`config.mk`:
```
export PLATFORM = sky130hd
export DESIGN_NAME = quant_sched_flat
export DESIGN_NICKNAME = d
export VERILOG_FILES = /design/src/rtl/quant_pkg.sv /design/src/rtl/quant_sched_if.sv /design/src/rtl/quant_wdog.sv /design/src/rtl/quant_sched.sv /design/src/flat_wrapper.sv
export SDC_FILE = /design/constraint.sdc
export NUM_CORES = 1
export LEC_CHECK = 0
export ABC_AREA = 1
export CAP_MARGIN = 5
export CORE_MARGIN = 1
export CORE_UTILIZATION = 31
export CTS_CLUSTER_SIZE = 20
export DETAILED_ROUTE_END_ITERATION = 10
export GPL_ROUTABILITY_DRIVEN = 0
export GPL_TIMING_DRIVEN = 0
export HOLD_SLACK_MARGIN = 0.06
export SKIP_CTS_REPAIR_TIMING = 1
export SLEW_MARGIN = 20
export SYNTH_ARGS = -nofsm -noshare
export SYNTH_HDL_FRONTEND = slang
export SYNTH_HIERARCHICAL = 1
export SYNTH_SLANG_ARGS = --single-unit
```
`constraint.sdc`:
```
create_clock -name i_clk -period 5.55 [get_ports i_clk]
set_clock_uncertainty 0.15 [all_clocks]
set_input_delay 1.11 -clock i_clk [delete_from_list [all_inputs] [get_ports i_clk]]
set_output_delay 1.11 -clock i_clk [all_outputs]
set_load 0.01 [all_outputs]
```
`src/rtl/quant_pkg.sv`:
```
// quant_pkg: shared constants and types for the VSQ quantize-stage tile scheduler.
//   ROWS      rows per tile (VSQ buffer depth)
//   AW        VSQ buffer address width
//   TILE_W    tile counter width
//   QUANT_LAT cycles from the quantizer start pulse to its scale-factor valid
//   WDOG      default watchdog limit, cycles from start pulse to error
//   STALL_W   width of the optional backpressure counter
//   state_t   scheduler FSM states
package quant_pkg;
    localparam int ROWS      = 64;
    localparam int AW        = $clog2(ROWS);
    localparam int TILE_W    = 8;
    localparam int QUANT_LAT = 65;
    localparam int WDOG      = 80;
    localparam int STALL_W   = 32;

    typedef enum logic [2:0] {
        S_IDLE  = 3'd0,
        S_FILL  = 3'd1,
        S_START = 3'd2,
        S_QUANT = 3'd3,
        S_DONE  = 3'd4
    } state_t;
endpackage

```
`src/rtl/quant_sched_if.sv`:
```
// quant_sched_if: job, row handshake, quantizer and status signals of quant_sched.
//   master modport: the scheduler (drives o_*, dbg_state)
//   slave modport : upstream / quantizer / job controller side
// Row handshake: upstream raises i_acc_valid when a row is present; a row is
// transferred on every rising clock edge where i_acc_valid && o_acc_ready.
// o_acc_ready never depends on i_acc_valid, and upstream must hold a row
// until it is transferred.
interface quant_sched_if;
    import quant_pkg::*;

    logic              i_job_start;
    logic [TILE_W-1:0] i_num_tiles;
    logic              i_acc_valid;
    logic              o_acc_ready;
    logic              o_data_gate;
    logic              o_buf_we;
    logic [AW-1:0]     o_buf_waddr;
    logic              o_q_start;
    logic              i_q_sf_valid;
    logic              o_sf_we;
    logic [TILE_W-1:0] o_tile_idx;
    logic              o_busy;
    logic              o_job_done;
    logic              o_err;
    logic [STALL_W-1:0] o_stall_cnt;
    state_t            dbg_state;

    modport master (
        input  i_job_start, i_num_tiles, i_acc_valid, i_q_sf_valid,
        output o_acc_ready, o_data_gate, o_buf_we, o_buf_waddr, o_q_start,
               o_sf_we, o_tile_idx, o_busy, o_job_done, o_err, o_stall_cnt,
               dbg_state
    );

    modport slave (
        output i_job_start, i_num_tiles, i_acc_valid, i_q_sf_valid,
        input  o_acc_ready, o_data_gate, o_buf_we, o_buf_waddr, o_q_start,
               o_sf_we, o_tile_idx, o_busy, o_job_done, o_err, o_stall_cnt,
               dbg_state
    );
endinterface

```
`src/rtl/quant_wdog.sv`:
```
// quant_wdog: watchdog for the quantizer read-out.
//   clk, rst : clock, synchronous active-high reset
//   clr      : restart the count (asserted in the start-pulse cycle)
//   en       : count while waiting for the quantizer
//   expired  : high in the cycle whose transition lands LIMIT cycles after clr
module quant_wdog
    import quant_pkg::*;
#(
    parameter int LIMIT = WDOG
) (
    input  logic clk,
    input  logic rst,
    input  logic clr,
    input  logic en,
    output logic expired
);
    localparam int CW = $clog2(LIMIT + 1);
    localparam logic [CW-1:0] LAST = CW'(LIMIT - 1);

    // cnt holds the number of cycles elapsed since the clr cycle, so acting on
    // expired (cnt == LIMIT-1) makes the consequence visible LIMIT cycles later.
    logic [CW-1:0] cnt;

    always_ff @(posedge clk) begin
        if (rst) begin
            cnt <= '0;
        end else if (clr) begin
            cnt <= CW'(1);
        end else if (en && !expired) begin
            cnt <= cnt + 1'b1;
        end
    end

    assign expired = en && (cnt == LAST);
endmodule

```
`src/rtl/quant_sched.sv`:
```
// quant_sched: tile scheduler for the VSQ quantize stage.
//   i_clk, i_rst : clock, synchronous active-high reset
//   bus (master) : job start/size, row handshake, buffer write, quantizer
//                  start / scale-factor valid, tile index, busy/done/err,
//                  stall counter, debug state
// Optional feature: define QUANT_SCHED_PERF_EN to build the saturating
// backpressure counter on o_stall_cnt; otherwise o_stall_cnt is tied to 0.
module quant_sched
    import quant_pkg::*;
(
    input logic           i_clk,
    input logic           i_rst,
    quant_sched_if.master bus
);
    localparam logic [AW-1:0] LAST_ROW = AW'(ROWS - 1);

    state_t            state, state_nxt;
    logic [AW-1:0]     row_cnt;
    logic [TILE_W-1:0] tile_idx;
    logic [TILE_W-1:0] num_tiles;
    logic              err;

    logic acc_ready, data_gate, q_start, sf_we, job_done;
    logic wd_clr, wd_en, wd_exp;
    logic job_go, accept, last_tile, wd_fire, spurious;

    quant_wdog #(.LIMIT(WDOG)) u_wdog (
        .clk     (i_clk),
        .rst     (i_rst),
        .clr     (wd_clr),
        .en      (wd_en),
        .expired (wd_exp)
    );

    assign job_go    = (state == S_IDLE) && bus.i_job_start;
    assign accept    = acc_ready && bus.i_acc_valid;
    assign last_tile = (tile_idx == num_tiles - TILE_W'(1));
    // A scale-factor valid in the same cycle as expiry counts as completion.
    assign wd_fire   = (state == S_QUANT) && !bus.i_q_sf_valid && wd_exp;
    assign spurious  = bus.i_q_sf_valid && (state != S_QUANT);

    always_ff @(posedge i_clk) begin
        if (i_rst) begin
            state <= S_IDLE;
        end else begin
            state <= state_nxt;
        end
    end

    always_comb begin
        state_nxt = state;
        acc_ready = 1'b0;
        data_gate = 1'b0;
        q_start   = 1'b0;
        sf_we     = 1'b0;
        job_done  = 1'b0;
        wd_clr    = 1'b0;
        wd_en     = 1'b0;
        case (state)
            S_IDLE: begin
                if (bus.i_job_start) begin
                    state_nxt = (bus.i_num_tiles == '0) ? S_DONE : S_FILL;
                end
            end
            S_FILL: begin
                acc_ready = 1'b1;
                // Gaps pass zeros to the quantizer, which its running max ignores.
                data_gate = bus.i_acc_valid;
                if (bus.i_acc_valid && row_cnt == LAST_ROW) begin
                    state_nxt = S_START;
                end
            end
            S_START: begin
                q_start   = 1'b1;
                wd_clr    = 1'b1;
                state_nxt = S_QUANT;
            end
            S_QUANT: begin
                wd_en = 1'b1;
                if (bus.i_q_sf_valid) begin
                    sf_we     = 1'b1;
                    state_nxt = last_tile ? S_DONE : S_FILL;
                end else if (wd_exp) begin
                    state_nxt = S_IDLE;
                end
            end
            S_DONE: begin
                job_done  = 1'b1;
                state_nxt = S_IDLE;
            end
            default: state_nxt = S_IDLE;
        endcase
    end

    always_ff @(posedge i_clk) begin
        if (i_rst) begin
            row_cnt   <= '0;
            tile_idx  <= '0;
            num_tiles <= '0;
            err       <= 1'b0;
        end else begin
            if (job_go) begin
                num_tiles <= bus.i_num_tiles;
                tile_idx  <= '0;
                row_cnt   <= '0;
            end else begin
                // ROWS is a power of two, so the last row wraps row_cnt to 0.
                if (accept) begin
                    row_cnt <= row_cnt + 1'b1;
                end
                if (sf_we && !last_tile) begin
                    tile_idx <= tile_idx + 1'b1;
                end
            end
            if (job_go) begin
                err <= 1'b0;
            end
            if (wd_fire || spurious) begin
                err <= 1'b1;
            end
        end
    end

`ifdef QUANT_SCHED_PERF_EN
    logic [STALL_W-1:0] stall_cnt;

    always_ff @(posedge i_clk) begin
        if (i_rst || job_go) begin
            stall_cnt <= '0;
        end else if ((state != S_IDLE) && bus.i_acc_valid && !acc_ready
                     && (stall_cnt != '1)) begin
            stall_cnt <= stall_cnt + 1'b1;
        end
    end

    assign bus.o_stall_cnt = stall_cnt;
`else
    assign bus.o_stall_cnt = '0;
`endif

    assign bus.o_acc_ready = acc_ready;
    assign bus.o_data_gate = data_gate;
    assign bus.o_buf_we    = data_gate;
    assign bus.o_buf_waddr = row_cnt;
    assign bus.o_q_start   = q_start;
    assign bus.o_sf_we     = sf_we;
    assign bus.o_tile_idx  = tile_idx;
    assign bus.o_busy      = (state != S_IDLE);
    assign bus.o_job_done  = job_done;
    assign bus.o_err       = err;
    assign bus.dbg_state   = state;
endmodule

```
`src/flat_wrapper.sv`:
```
// flat-port wrapper written by rule: the top's interface ports become plain ports
module quant_sched_flat import quant_pkg::*;
  (i_clk, i_rst, bus_i_job_start, bus_i_num_tiles, bus_i_acc_valid, bus_i_q_sf_valid, bus_o_acc_ready, bus_o_data_gate, bus_o_buf_we, bus_o_buf_waddr, bus_o_q_start, bus_o_sf_we, bus_o_tile_idx, bus_o_busy, bus_o_job_done, bus_o_err, bus_o_stall_cnt, bus_dbg_state);
  quant_sched_if bus_i ();
  input logic i_clk;
  input logic i_rst;
  input wire logic [$bits(bus_i.i_job_start)-1:0] bus_i_job_start;
  input wire logic [$bits(bus_i.i_num_tiles)-1:0] bus_i_num_tiles;
  input wire logic [$bits(bus_i.i_acc_valid)-1:0] bus_i_acc_valid;
  input wire logic [$bits(bus_i.i_q_sf_valid)-1:0] bus_i_q_sf_valid;
  output wire logic [$bits(bus_i.o_acc_ready)-1:0] bus_o_acc_ready;
  output wire logic [$bits(bus_i.o_data_gate)-1:0] bus_o_data_gate;
  output wire logic [$bits(bus_i.o_buf_we)-1:0] bus_o_buf_we;
  output wire logic [$bits(bus_i.o_buf_waddr)-1:0] bus_o_buf_waddr;
  output wire logic [$bits(bus_i.o_q_start)-1:0] bus_o_q_start;
  output wire logic [$bits(bus_i.o_sf_we)-1:0] bus_o_sf_we;
  output wire logic [$bits(bus_i.o_tile_idx)-1:0] bus_o_tile_idx;
  output wire logic [$bits(bus_i.o_busy)-1:0] bus_o_busy;
  output wire logic [$bits(bus_i.o_job_done)-1:0] bus_o_job_done;
  output wire logic [$bits(bus_i.o_err)-1:0] bus_o_err;
  output wire logic [$bits(bus_i.o_stall_cnt)-1:0] bus_o_stall_cnt;
  output wire logic [$bits(bus_i.dbg_state)-1:0] bus_dbg_state;
  assign bus_i.i_job_start = bus_i_job_start;
  assign bus_i.i_num_tiles = bus_i_num_tiles;
  assign bus_i.i_acc_valid = bus_i_acc_valid;
  assign bus_i.i_q_sf_valid = bus_i_q_sf_valid;
  assign bus_o_acc_ready = bus_i.o_acc_ready;
  assign bus_o_data_gate = bus_i.o_data_gate;
  assign bus_o_buf_we = bus_i.o_buf_we;
  assign bus_o_buf_waddr = bus_i.o_buf_waddr;
  assign bus_o_q_start = bus_i.o_q_start;
  assign bus_o_sf_we = bus_i.o_sf_we;
  assign bus_o_tile_idx = bus_i.o_tile_idx;
  assign bus_o_busy = bus_i.o_busy;
  assign bus_o_job_done = bus_i.o_job_done;
  assign bus_o_err = bus_i.o_err;
  assign bus_o_stall_cnt = bus_i.o_stall_cnt;
  assign bus_dbg_state = bus_i.dbg_state;
  quant_sched u_core (.i_clk(i_clk), .i_rst(i_rst), .bus(bus_i));
endmodule
```
==> reports/results.ini <==
[grt]
busiest_layer=met2
grt_pass1_wl_mm=8.100
gr-total-overflow=0
grtUsageTotal_pct=13.68
gr-usage-met3_pct=3.412
grtUsageMet1_pct=15.51
grt_pass1_vias=1868
antenna_found_initial=0
met2_usage_pct=24.55
grt_max_degree=11

[power]
ir_drop_v=0.0001125
combPwrFrac_pct=41.1
swShare_pct=37.67
pwr_density_cell_mw_per_mm2=271.6
intPower_w=0.0004979
clockPowerShare_pct=22.5
p_seq_share_pct=36.4
p_sw_w=0.0003008
p_leak_nw=1.298

[timing]
rsz0062_at_grt=no
slew_violations=0
max_freq_ghz=0.2617
min_period_ns=3.821
timing.final.crit_share_pct=68.85
worst_slew_pin_slew_ns=0.5883
slew_headroom_pct=60.48
fin_tns_setup_ns=0
hold_violations=0
setup_viol=0

[final_layout]
nets=420
final_util_pct=42.57
fillers=755
antennaDiodeCount=0
drive_gt1_share_pct=19.35
layout.cells.non_filler=499
area_growth_pct=30.85

[clocking]
cts_root_buffer=clkbuf_8
cts_tree=built
cts.sinks=33
htree_levels=2
clkLatencyLatePin_ns=0.28
cts.path.max_buffers=2
cts.clk_slew.worst_paths_ns=0.06
numCtsBuffers=5

[hold_path]
hold_path.class=flop to flop
hp-start=u_core/bus.o_err

[critical_path]
worst_setup_path_end_kind=primary output
critPathLaunchType=primary input
required_ns=4.29
path_max_fanout=6
critPathSlowestCell=clkdlybuf4s50_1
critPathLaunch=bus_i_acc_valid
arrival_ns=2.56
crit_top_cell=clkdlybuf4s50_1
timing.rr.start=u_core/bus.dbg_state[1]
cp_top_family=buffers and inverters
regToRegSetupSlack_ns=3.39
cpPeakStageDelay_ns=0.52
cp_cell_sequence=clkdlybuf4s50_1, nand2_1, inv_1, buf_4, clkdlybuf4s50_1
worst-setup-path-type=primary input to primary output
path_buf_inv=4

[drt]
wire_per_inst_um=9.733
vias=2059
drcViolationCount=0
first_pass_iters=4
vias_per_cell=4.126
routed_wl_mm=4.857
ant_nets=0
drtIter0Drc=60

[flow_run]
cap_violations=0

[synth]
synth.most_common_cell=nand2_1
ys_top_cells_by_area=dfxtp_1 (29%), nand2_1 (12%), buf_4 (11%), inv_1 (6.2%), nor2_1 (5.2%)
synth_top_area_share_pct=29.40
synth_common_cells=nand2_1 (72), inv_1 (37), buf_4 (33), dfxtp_1 (33), nor2_1 (31)
yosys_most_used_dff=dfxtp_1
synth_edf_count=0
synthArstFlopShare_pct=0
synth_cell_type_count=33
synth_top_cell_by_area=dfxtp_1
ys_seq_elements=33
yosys_warnings=6
syn_area_mm2=0.002247
synth_cells=328
yosysSeqAreaShare_pct=29.40
avgSynthCellArea_um2=6.851

[floorplanning]
die-area_mm2=0.007593
fp.dieH_um=87.14
rows=30
die_w_um=87.14
core_mm2=0.006907
ioPinCount=70
start_util_pct=32.54

[place]
dp_hpwl_mm=3.911
numPortBuffers=37
dp.cells=492

[run_status]
status=complete, no violations

## power by group through the flow
| stage | clock network, W | registers, W | logic, W |
|---|---|---|---|
| after floorplan | 0 | 0.000294 | 0.000234 |
| after global placement | 0 | 0.000295 | 0.000323 |
| after detailed placement | 0 | 0.000296 | 0.000327 |
| after CTS | 0.000189 | 0.000291 | 0.000330 |
| after global routing | 0.000197 | 0.000295 | 0.000372 |
| final | 0.000180 | 0.000290 | 0.000328 |
## metal layers
layer	vias to the layer above	part of all wire (%)	routed length [µm]
li1	1123	-	-
met1	886	43	2112
met2	41	51	2473
met3	9	4.0	195
met4	0	1.5	75
met5	-	0	0
## flip-flops by register name (all words and copies together) (netlist names)
name and count:
u_core/bus.o_tile_idx 8, u_core/u_wdog/cnt 7, u_core/bus.o_buf_waddr 6, u_core/num_tiles 8, u_core/bus.dbg_state 3, u_core/bus.o_err 1
## through the flow
step,hold WS [ns],total power (W),cell area [µm²],setup slack [ns]
after floorplan,0.3055,0.0005271,2364,2.759
after global routing,0.3617,0.0008630,2940,1.611
final,0.3139,0.0007987,2940,1.729
after detailed placement,0.3052,0.0006235,2854,1.716
after global placement,0.3096,0.0006183,2854,1.721
after CTS,0.3201,0.0008103,2940,1.714
## logic make-up after synthesis
group                      share of synthesized area, %
other                                            0.1669
AOI/OAI and AO/OA                                 10.91
and+or+nand+nor                                   33.02
adders and majority gates                         2.227
DFF                                               29.40
xor gates and xnor gates                          5.067
buffers and inverters                             19.21
## placed cells by master, fill, tap and decap left out, drive strengths merged
| cell | count |
|---|---|
| nand2 | 82 |
| o21bai | 1 |
| clkdlybuf4s50 | 37 |
| buf | 35 |
| o21ai | 14 |
| nor2 | 37 |
| nor3 | 7 |
| inv | 44 |
| dfxtp | 33 |
| xor2 | 11 |
| ha | 4 |
| a21oi | 24 |
| xnor2 | 2 |
| nor4 | 4 |
| conb | 32 |
| o211ai | 1 |
| clkbuf | 8 |
| nand3 | 24 |
| a32o | 1 |
| and2 | 1 |
| nand4 | 1 |
## worst paths after layout
path                                                 to  cells past startpoint
worst max-delay path                    bus_o_data_gate                      5
worst min-delay path                   u_core/bus.o_err                      1
worst max register to register  u_core/bus.dbg_state[1]                     10
worst min register to register         u_core/bus.o_err                      1
## worst register-to-register path: stages (launching register included)
cell and delay, ns:
dfxtp_1 0.42, inv_2 0.06, nor3_2 0.47, nand2_1 0.14
nor2_1 0.11, inv_1 0.05, nand3_1 0.11, o211ai_1 0.12
nor2_1 0.18, o21ai_0 0.11, a21oi_1 0.15
## final cells by class
type	count	area (µm²)	area share, %
multi-input cells	246	1271	43.23
plain buffers	36	261.5	8.894
inverters	44	170.2	5.787
clock buffers	7	86.33	2.936
well taps	96	120.1	4.085
flip-flops and latches	33	660.6	22.47
repair buffers	37	370.4	12.60
Note: power is estimated with default switching activity, not from simulation.
